File: config.mk
export PLATFORM = sky130hd
export DESIGN_NAME = block_emitter_flat
export DESIGN_NICKNAME = d
export VERILOG_FILES = /design/src/rtl/block_pkg.sv /design/src/rtl/block_emitter_if.sv /design/src/rtl/keyword_rom.sv /design/src/rtl/block_emitter.sv /design/src/flat_wrapper.sv
export SDC_FILE = /design/constraint.sdc
export NUM_CORES = 1
export LEC_CHECK = 0
export ABC_AREA = 1
export BUFFER_PORTS_ARGS = -buffer_cell sky130_fd_sc_hd__buf_2
export CAP_MARGIN = 0
export CORE_ASPECT_RATIO = 0.5
export CORE_MARGIN = 5
export CORE_UTILIZATION = 60
export CTS_CLUSTER_DIAMETER = 150
export CTS_CLUSTER_SIZE = 30
export DETAILED_ROUTE_END_ITERATION = 10
export PLACE_DENSITY = 0.83
export SLEW_MARGIN = 15
export SYNTH_ARGS = -nofsm -noshare
export SYNTH_HDL_FRONTEND = slang
export SYNTH_SLANG_ARGS = --single-unit
File: constraint.sdc
create_clock -name clk -period 3.75 [get_ports clk]
set_input_delay 0.375 -clock clk [delete_from_list [all_inputs] [get_ports clk]]
set_output_delay 0.375 -clock clk [all_outputs]
set_load 0.1 [all_outputs]
File: src/rtl/block_pkg.sv
// Shared op codes, ASCII constants and FSM state encoding for the keyword-block stream source.
package block_pkg;

  localparam logic [1:0] OP_BEGIN     = 2'b00;
  localparam logic [1:0] OP_END       = 2'b01;
  localparam logic [1:0] OP_SPACE     = 2'b10;
  localparam logic [1:0] OP_CLOSE_ALL = 2'b11;

  localparam logic [7:0] ASCII_SP = 8'h20;
  localparam logic [7:0] ASCII_B  = 8'h62;
  localparam logic [7:0] ASCII_E  = 8'h65;
  localparam logic [7:0] ASCII_G  = 8'h67;
  localparam logic [7:0] ASCII_I  = 8'h69;
  localparam logic [7:0] ASCII_N  = 8'h6e;
  localparam logic [7:0] ASCII_D  = 8'h64;

  // Lowercase minus this offset gives the uppercase letter.
  localparam logic [7:0] CASE_OFFSET = 8'h20;

  // Index of the trailing space within each word.
  localparam logic [2:0] BEGIN_LEN = 3'd5;
  localparam logic [2:0] END_LEN   = 3'd3;

  typedef enum logic [1:0] {
    ST_IDLE,
    ST_EMIT_BEGIN,
    ST_EMIT_END,
    ST_EMIT_SP
  } state_e;

endpackage

File: src/rtl/block_emitter_if.sv
// Command handshake into the emitter; a command transfers when valid and ready are both high.
interface block_emitter_if;
  logic       cmd_valid;
  logic       cmd_ready;
  logic [1:0] cmd_op;
  logic [4:0] cmd_case;

  modport master (output cmd_valid, output cmd_op, output cmd_case, input cmd_ready);
  modport slave  (input cmd_valid, input cmd_op, input cmd_case, output cmd_ready);
endinterface

File: src/rtl/keyword_rom.sv
// Combinational character lookup: (word kind, index, case bit) -> ASCII byte, space when idle.
module keyword_rom
  import block_pkg::*;
(
  input  state_e     kind,
  input  logic [2:0] idx,
  input  logic       upper,
  output logic [7:0] ch
);

  logic [7:0] lower;
  logic       is_letter;

  always_comb begin
    lower     = ASCII_SP;
    is_letter = 1'b0;
    case (kind)
      ST_EMIT_BEGIN: begin
        is_letter = 1'b1;
        case (idx)
          3'd0:    lower = ASCII_B;
          3'd1:    lower = ASCII_E;
          3'd2:    lower = ASCII_G;
          3'd3:    lower = ASCII_I;
          3'd4:    lower = ASCII_N;
          default: is_letter = 1'b0;
        endcase
      end
      ST_EMIT_END: begin
        is_letter = 1'b1;
        case (idx)
          3'd0:    lower = ASCII_E;
          3'd1:    lower = ASCII_N;
          3'd2:    lower = ASCII_D;
          default: is_letter = 1'b0;
        endcase
      end
      default: ;
    endcase
    ch = (is_letter && upper) ? (lower - CASE_OFFSET) : lower;
  end

endmodule

File: src/rtl/block_emitter.sv
// Serialises begin/end/space/close-all commands one char per clock, first char the cycle after accept.
// Ready only in idle or on a command's final space, so back-to-back commands stream without a gap.
module block_emitter
  import block_pkg::*;
#(
  parameter int DEPTH_W = 4
) (
  input  logic               clk,
  input  logic               reset,
  block_emitter_if.slave     cmd,
  output logic [7:0]         out,
  output logic               out_valid,
  output logic [DEPTH_W-1:0] depth,
  output logic               balanced,
  output logic               err
);

  localparam logic [DEPTH_W-1:0] DEPTH_MAX = '1;

  state_e             state, state_n;
  logic [2:0]         idx, idx_n;
  logic [4:0]         mask, mask_n;
  logic               close_all, close_n;
  logic [DEPTH_W-1:0] rem, rem_n;
  logic               ready_q, ready_n;
  logic [DEPTH_W-1:0] depth_n;
  logic               err_n, balanced_n, out_valid_n;
  logic               accept, word_last, space_n;
  logic [7:0]         mask_ext;
  logic [7:0]         ch_n;

  assign cmd.cmd_ready = ready_q;
  assign accept        = cmd.cmd_valid && ready_q;

  // Current cycle shows the last character of a word.
  assign word_last = (state == ST_EMIT_BEGIN && idx == BEGIN_LEN) ||
                     (state == ST_EMIT_END   && idx == END_LEN)   ||
                     (state == ST_EMIT_SP);

  always_comb begin
    state_n = state;
    idx_n   = idx;
    mask_n  = mask;
    close_n = close_all;
    rem_n   = rem;
    if (accept) begin
      mask_n  = cmd.cmd_case;
      idx_n   = 3'd0;
      close_n = 1'b0;
      case (cmd.cmd_op)
        OP_BEGIN: state_n = ST_EMIT_BEGIN;
        OP_END:   state_n = ST_EMIT_END;
        OP_SPACE: state_n = ST_EMIT_SP;
        default: begin
          close_n = 1'b1;
          rem_n   = depth;
          state_n = (depth == '0) ? ST_IDLE : ST_EMIT_END;
        end
      endcase
    end else if (state == ST_IDLE) begin
      state_n = ST_IDLE;
    end else if (word_last) begin
      idx_n   = 3'd0;
      state_n = (close_all && rem != '0) ? ST_EMIT_END : ST_IDLE;
    end else begin
      idx_n = idx + 3'd1;
      if (close_all && state == ST_EMIT_END && idx_n == END_LEN)
        rem_n = rem - 1'b1;
    end
  end

  // Depth and flags move on the edge that puts a word's trailing space on the output.
  always_comb begin
    space_n = (state_n == ST_EMIT_BEGIN && idx_n == BEGIN_LEN) ||
              (state_n == ST_EMIT_END   && idx_n == END_LEN)   ||
              (state_n == ST_EMIT_SP);
    depth_n = depth;
    err_n   = err;
    if (state_n == ST_EMIT_BEGIN && idx_n == BEGIN_LEN) begin
      if (depth == DEPTH_MAX) err_n = 1'b1;
      else                    depth_n = depth + 1'b1;
    end else if (state_n == ST_EMIT_END && idx_n == END_LEN) begin
      if (depth == '0) err_n = 1'b1;
      else             depth_n = depth - 1'b1;
    end
    balanced_n  = (depth_n == '0) && !err_n;
    ready_n     = (state_n == ST_IDLE) || (space_n && !(close_n && rem_n != '0));
    out_valid_n = (state_n != ST_IDLE);
    mask_ext    = {3'b000, mask_n};
  end

  keyword_rom u_rom (
    .kind  (state_n),
    .idx   (idx_n),
    .upper (mask_ext[idx_n]),
    .ch    (ch_n)
  );

  always_ff @(posedge clk or negedge reset) begin
    if (!reset) begin
      state     <= ST_IDLE;
      idx       <= 3'd0;
      mask      <= 5'd0;
      close_all <= 1'b0;
      rem       <= '0;
      ready_q   <= 1'b1;
      out       <= ASCII_SP;
      out_valid <= 1'b0;
      depth     <= '0;
      err       <= 1'b0;
      balanced  <= 1'b1;
    end else begin
      state     <= state_n;
      idx       <= idx_n;
      mask      <= mask_n;
      close_all <= close_n;
      rem       <= rem_n;
      ready_q   <= ready_n;
      out       <= ch_n;
      out_valid <= out_valid_n;
      depth     <= depth_n;
      err       <= err_n;
      balanced  <= balanced_n;
    end
  end

endmodule

File: src/flat_wrapper.sv
// flat-port wrapper written by rule: the top's interface ports become plain ports
module block_emitter_flat import block_pkg::*;
#(
  parameter int DEPTH_W = 4
)
  (clk, reset, out, out_valid, depth, balanced, err, cmd_cmd_valid, cmd_cmd_op, cmd_cmd_case, cmd_cmd_ready);
  block_emitter_if cmd_i ();
  input  logic clk;
  input  logic reset;
  output logic [7:0] out;
  output logic out_valid;
  output logic [DEPTH_W-1:0] depth;
  output logic balanced;
  output logic err;
  input wire logic [$bits(cmd_i.cmd_valid)-1:0] cmd_cmd_valid;
  input wire logic [$bits(cmd_i.cmd_op)-1:0] cmd_cmd_op;
  input wire logic [$bits(cmd_i.cmd_case)-1:0] cmd_cmd_case;
  output wire logic [$bits(cmd_i.cmd_ready)-1:0] cmd_cmd_ready;
  assign cmd_i.cmd_valid = cmd_cmd_valid;
  assign cmd_i.cmd_op = cmd_cmd_op;
  assign cmd_i.cmd_case = cmd_cmd_case;
  assign cmd_cmd_ready = cmd_i.cmd_ready;
  block_emitter #(.DEPTH_W(DEPTH_W)) u_core (.clk(clk), .reset(reset), .cmd(cmd_i), .out(out), .out_valid(out_valid), .depth(depth), .balanced(balanced), .err(err));
endmodule
Word-level counts from Yosys, hierarchy flattened
Cells that the tools add are included.
{"block": "totals", "in_bits": 10, "reg_bits": 31, "output_inout_bits": 16, "wordCells": 99}
{"block": "op_classes", "reduce_logical": 31, "add_sub_neg": 5, "n_eq_ne": 17, "n_lt_le_gt_ge": 1, "muxes": 34}
{"op": "4-bit 2-to-1 mux", "count": 9}
{"op": "7-bit case mux with 5 select lines", "count": 1}
{"op": "7-bit case mux with 3 select lines", "count": 1}
{"op": "7-bit case mux with 2 select lines", "count": 1}
{"op": "3-bit by 2-bit == test with 1-bit output, second input constant", "count": 4}
{"op": "1-bit logical AND", "count": 12}
{"op": "2-bit == test, second input constant", "count": 5}
{"op": "2-bit 2-to-1 mux", "count": 5}
{"op": "3-bit == test, second input constant", "count": 3}
{"op": "1-bit 2-to-1 mux", "count": 9}
{"op": "3-bit 2-to-1 mux", "count": 3}
{"op": "4-bit zero test", "count": 2}
{"op": "8-bit 2-to-1 mux", "count": 1}
{"op": "4-bit nonzero test", "count": 2}
{"op": "4-bit by 1-bit subtractor with 4-bit output, second input constant", "count": 2}
{"op": "8-bit by 6-bit subtractor with 8-bit output, second input constant", "count": 1}
{"op": "2-bit by 1-bit == test with 1-bit output, second input constant", "count": 3}
{"op": "2-bit zero test", "count": 3}
{"op": "2-bit case mux with 3 select lines", "count": 1}
{"op": "3-bit OR reduction", "count": 2}
{"op": "1-bit logical OR", "count": 5}
{"op": "5-bit 2-to-1 mux", "count": 1}
{"op": "5-bit OR reduction", "count": 1}
{"op": "4-bit by 1-bit adder with 4-bit output, second input constant", "count": 1}
{"op": "other kinds (9)", "count": 10}

Longest topological paths before layout
{"block": "logic_depth", "ltp_word": 13, "mapped_depth": 18, "mapped_depth_nobuf": 18}

Hierarchy
From an unflattened synthesis, not the netlist that was laid out.
{"block": "hier_totals", "cells_unflattened": 256, "hier_area_um2": 2008.2}
{"mod": "block_emitter", "area_each_um2": 1814.2, "n_inst": 1, "cells_per_inst": 218}
{"mod": "keyword_rom", "area_each_um2": 193.9, "n_inst": 1, "cells_per_inst": 38}

Least setup slack after synthesis
OpenSTA, ideal clock, no wires.
{"block": "synth_timing", "kind": "reg2reg", "from": "register u_core.depth[0]", "to": "register u_core.balanced", "t_required_ns": 3.683, "stages_incl_launch_ff": 17, "t_arrival_ns": 2.938, "setup_ns": 0.067, "path_buffers": 0, "slack_ns": 0.745, "synth_period_minus_slack_ns": 3.005, "cell_sequence": "dfrtp_1 -> inv_1 -> ha_1 -> nand2_1 -> nor2_1 -> o21ai_0 -> a21oi_1 -> inv_1 -> ha_1 -> inv_1 -> a21oi_4 -> nand2_1 -> nand2_1 -> nand2_1 -> a21oi_1 -> nand3_1 -> nor2_1"}
{"block": "synth_between", "elab_chain_len": 10, "elab_cells_between_ends": 22, "cone_classes": "add/sub (2); eq/ne (3); mux (11); reduce/logical (6)"}
{"item": "start: declaration", "line": "block_emitter.sv:13", "text": "output logic [DEPTH_W-1:0] depth,"}
{"item": "start signal: assignment", "line": "block_emitter.sv:121", "text": "depth <= depth_n;"}
{"item": "4-bit zero test (*)", "line": "block_emitter.sv:57", "text": "state_n = (depth == '0) ? ST_IDLE : ST_EMIT_END;"}
{"item": "2-bit 2-to-1 mux (*)", "line": "block_emitter.sv:57"}
{"item": "2-bit case mux with 3 select lines (*)", "line": "block_emitter.sv:50", "text": "case (cmd.cmd_op)"}
{"item": "2-bit 2-to-1 mux (*)", "line": "block_emitter.sv:46", "text": "if (accept) begin"}
{"item": "net u_core.state_n[1]", "line": "block_emitter.sv:20", "text": "state_e state, state_n;"}
{"item": "2-bit == test", "line": "block_emitter.sv:82", "text": "end else if (state_n == ST_EMIT_END && idx_n == END_LEN) begin"}
{"item": "1-bit logical AND", "line": "block_emitter.sv:82"}
{"item": "4-bit 2-to-1 mux or 1-bit 2-to-1 mux (tied branches)", "line": "block_emitter.sv:82"}
{"item": "4-bit 2-to-1 mux or 1-bit 2-to-1 mux (tied branches)", "line": "block_emitter.sv:79", "text": "if (state_n == ST_EMIT_BEGIN && idx_n == BEGIN_LEN) begin"}
{"item": "4-bit zero test or 1-bit zero test (tied branches)", "line": "block_emitter.sv:86", "text": "balanced_n = (depth_n == '0) && !err_n;"}
{"item": "1-bit logical AND (*)", "line": "block_emitter.sv:86"}
{"item": "net u_core.balanced_n", "line": "block_emitter.sv:27", "text": "logic err_n, balanced_n, out_valid_n;"}
{"item": "end signal: assignment", "line": "block_emitter.sv:123", "text": "balanced <= balanced_n;"}
{"item": "end: declaration", "line": "block_emitter.sv:14", "text": "output logic balanced,"}
The timed path passes the listed nets; every way through them passes the cells marked *.

Worst setup path after layout
{"block": "layout_timing", "from": "register u_core.ready_q (netlist: u_core.cmd.cmd_ready)", "to": "register u_core.balanced"}
{"block": "layout_between", "elab_chain_len": 8, "elab_cells_between_ends": 16, "cone_classes": "eq/ne (4); mux (6); reduce/logical (6)"}
{"item": "start: declaration", "line": "block_emitter.sv:25", "text": "logic ready_q, ready_n;"}
{"item": "start signal: assignment", "line": "block_emitter.sv:118", "text": "ready_q <= ready_n;"}
{"item": "1-bit logical AND (*)", "line": "block_emitter.sv:33", "text": "assign accept = cmd.cmd_valid && ready_q;"}
{"item": "2-bit 2-to-1 mux (*)", "line": "block_emitter.sv:46"}
{"item": "net u_core.state_n[1]", "line": "block_emitter.sv:20"}
{"item": "2-bit == test", "line": "block_emitter.sv:82"}
{"item": "1-bit logical AND", "line": "block_emitter.sv:82"}
{"item": "4-bit 2-to-1 mux or 1-bit 2-to-1 mux (tied branches)", "line": "block_emitter.sv:82"}
{"item": "4-bit 2-to-1 mux or 1-bit 2-to-1 mux (tied branches)", "line": "block_emitter.sv:79"}
{"item": "4-bit zero test or 1-bit zero test (tied branches)", "line": "block_emitter.sv:86"}
{"item": "1-bit logical AND (*)", "line": "block_emitter.sv:86"}
{"item": "net u_core.balanced_n", "line": "block_emitter.sv:27"}
Marked as above.

==> implementation parameters <==
Parameter                              Value

Hold path
  Worst min path class    in -> async

STA
  Finish-stage setup viols    0
  Tightest Pin Transition    around 630 ps
  Total count of max-transition violations in the final report    0
  Final cycle utilization of the critical path    0.746
  Minimum clock period    around 2800 ps
  Sum of negative setup slack    0 ps
  Worst-case clock skew    5.75 ps
  Setup repair after global routing missed its margin    no
  Worst slew margin relative to its limit    0.581
  Final Hold Viols    0
  Maximum clock frequency    0.357 GHz

Clock network
  Maximum buffer depth of the clock tree    2
  Clock Sink Count    29
  TritonCTS clock tree    done
  Clock transition at the registers of the reported paths    60 ps
  # Post-CTS Setup Buffers    0
  Post-CTS Hold Buffers    0
  Insertion delay to the later sink of the worst-skew pair    270 ps
  Number of buffers created by CTS    5
  CTS resizes    0
  H-tree levels    2
  CTS root buffer    sky130_fd_sc_hd__clkbuf_8

GRT
  Wire length of the first global-routing pass    approximately 6.6 mm
  Via count of the first global-routing pass    1424
  Aggregate global routing overflow    0
  Initial antenna violation count    0
  Pin count of the biggest net entering global routing    30
  Overall routing resource usage    0.199

Critical path
  R2R cell count    15
  CP Cell Sequence    nand2_1 > nor2_1 > nand2_1 > o21ai_0 > a21oi_1 > inv_1 > ha_1 > inv_1 > a21oi_4 > nand2_1 > nand2_1 > nand2_1 > a21oi_1 > nand3_1 > nor2_1
  Data required time at the worst endpoint    just under 4000 ps
  Stage delay of the slowest cell on the critical path    530 ps
  CP Class    reg -> reg
  Critical path fanouts, max    13
  Critical-path cell with the highest stage delay    sky130_fd_sc_hd__dfstp_2
  Cell mode on critical path    sky130_fd_sc_hd__nand2_1
  Arrival time at the worst endpoint    3000 ps
  Critical Path Sink Type    flip-flop
  Crit start category    flip-flop

Synth
  Cell with the most instances after synthesis    sky130_fd_sc_hd__nand2_1
  Leading post-synthesis cells by cell area    sky130_fd_sc_hd__dfrtp_1 (35%), sky130_fd_sc_hd__nand2_1 (13%), sky130_fd_sc_hd__ha_1 (9.5%)
  Distinct cell type count of the synthesized netlist    31
  Share of flip-flops with an asynchronous set or reset    1.00
  Number of warnings reported in the yosys synthesis log    0
  EDFF count, synth    0
  Area fraction of the dominant cell type after synthesis    0.355
  Synth Cell Area    0.00183 sq mm
  Post-synthesis instance total    240
  Register bit total from synthesis    29
  Biggest area consumer among synthesized cells    sky130_fd_sc_hd__dfrtp_1
  Share of the yosys chip area belonging to registers    0.398
  Most instantiated cells after synthesis    sky130_fd_sc_hd__nand2_1 (62), sky130_fd_sc_hd__inv_1 (41), sky130_fd_sc_hd__dfrtp_1 (26)
  Syn Area/Cell    7.64 sq um
  Most frequently used flop master after synthesis    sky130_fd_sc_hd__dfrtp_1

Detailed routing
  Routed wire length per instance    12.8 microns
  Remaining DRCs    0
  Vias after detailed routing    1602
  Number of vias per cell    5.20
  Count of nets left with antenna violations after detail routing    0
  Iter 0 DRT Violations    56
  First-pass iteration count of the detailed router    4
  Detailed Route WL    3.93 mm

Floorplan
  Die span in y    just under 50 microns
  Chip Width    88.2 microns
  Die area    approximately 0.0043 sq mm
  Effective utilization at floorplan    0.620
  I/O Pins    26
  Number of rows created at floorplan    14
  Core Region    slightly below 0.003 sq mm

Cells and area
  Layout overhead on the synthesized area    14.3%
  Proportion of layout cells with a drive suffix above 1    0.183
  Final nets    291
  Fill cells    230
  Number of antenna cells inserted    0

Job
  # Max-Cap Violations    0

Placement
  Placed wire-length estimate    3.04 mm
  Count of buffers from port buffering    23
  Routability-driven placement congestion ratio    around 0.89

Status
  Result of the run    finished, final reports clean
-- sequential cells by signal (all words and copies together) (netlist names) --
| register | cells |
|---|---|
| u_core.err | 1 |
| u_core.rem | 4 |
| u_core.out | 6 |
| u_core.idx | 3 |
| u_core.state | 2 |
| u_core.cmd.cmd_ready | 1 |
| u_core.out_valid | 1 |
| u_core.close_all | 1 |
| u_core.mask | 5 |
| u_core.balanced | 1 |
| u_core.depth | 4 |
-- critical path, delay by kind of cell, from the launching register on --
family,cells,cell delay [ps]
AOI/OAI and AO/OA,4,580
adders and majority gates,1,210
buffers and inverters,2,220
DFF,1,530
and+or+nand+nor,8,1200
-- logic make-up (layout without fill, tap and decap cells) --
logic type	count (synthesis)	after routing	synth area share
compound gates	35	35	0.123
xor+xnor	2	2	0.00955
fa+ha+maj	14	14	0.0955
buf+inv	48	75	0.102
flops	29	29	0.398
mux	1	1	0.00546
other cells	1	2	0.00204
simple gates	110	110	0.264
-- placed cells by master, fill, tap and decap left out, drive strengths merged --
| cell type | instances |
|---|---|
| nand2 | 67 |
| inv | 44 |
| dfrtp | 26 |
| buf | 23 |
| nand3 | 21 |
| nor2 | 17 |
| a21oi | 16 |
| ha | 14 |
| o21ai | 10 |
| clkbuf | 7 |
| a22oi | 4 |
| dfstp | 3 |
| o31ai | 2 |
| nand4 | 2 |
| xor2 | 2 |
| conb | 2 |
| o32ai | 1 |
| nand3b | 1 |
| mux2i | 1 |
| or2 | 1 |
| nor3 | 1 |
| o211ai | 1 |
| o2111ai | 1 |
| bufinv | 1 |
-- final cells by class --
cell class                      instances  area [sq um]  area share
Tap cell                               40          50.0      0.0239
Multi-Input combinational cell        164           921       0.439
Timing Repair Buffer                   23           115      0.0549
Inverter                               44           165      0.0788
Sequential cell                        29           729       0.348
Clock inverter                          1          30.0      0.0143
Clock buffer                            7          86.3      0.0412
-- routing by layer --
layer  wire length (microns)  GRT usage  vias to the layer above
met4                      61     0.0553                        0
met1                    1990      0.293                      743
met5                       0          0                        -
met3                     166     0.0506                        7
met2                    1710      0.287                       38
li1                        -          -                      814
-- final timing paths --
check,startpoint,end,slack [ps]
worst min-delay path,reset,u_core.depth[2],120
max in group asynchronous,reset,u_core.idx[2],3220
worst min register to register,u_core.mask[0],u_core.mask[0],480
worst max-delay path,u_core.cmd.cmd_ready,u_core.balanced,950
worst max register to register,u_core.cmd.cmd_ready,u_core.balanced,950
min in group clk,cmd_cmd_case[2],u_core.mask[2],330
-- through the flow --
step / cells / hold WS (ps) / instance area (sq um) / worst slack, ps / utilization
after detailed placement: 300 / 431 / 1980 / 1010 / 0.669
after global placement: 300 / 423 / 1980 / 1080 / 0.669
after CTS: 308 / 133 / 2100 / 1010 / 0.708
after global routing: 308 / 174 / 2100 / 644 / 0.708
final: 308 / 119 / 2100 / 952 / 0.708
after floorplan: 241 / 79.4 / 1840 / 745 / -
Power is not shown: default switching activity piles up to over one toggle a cycle in this logic, so the estimate is an artifact.
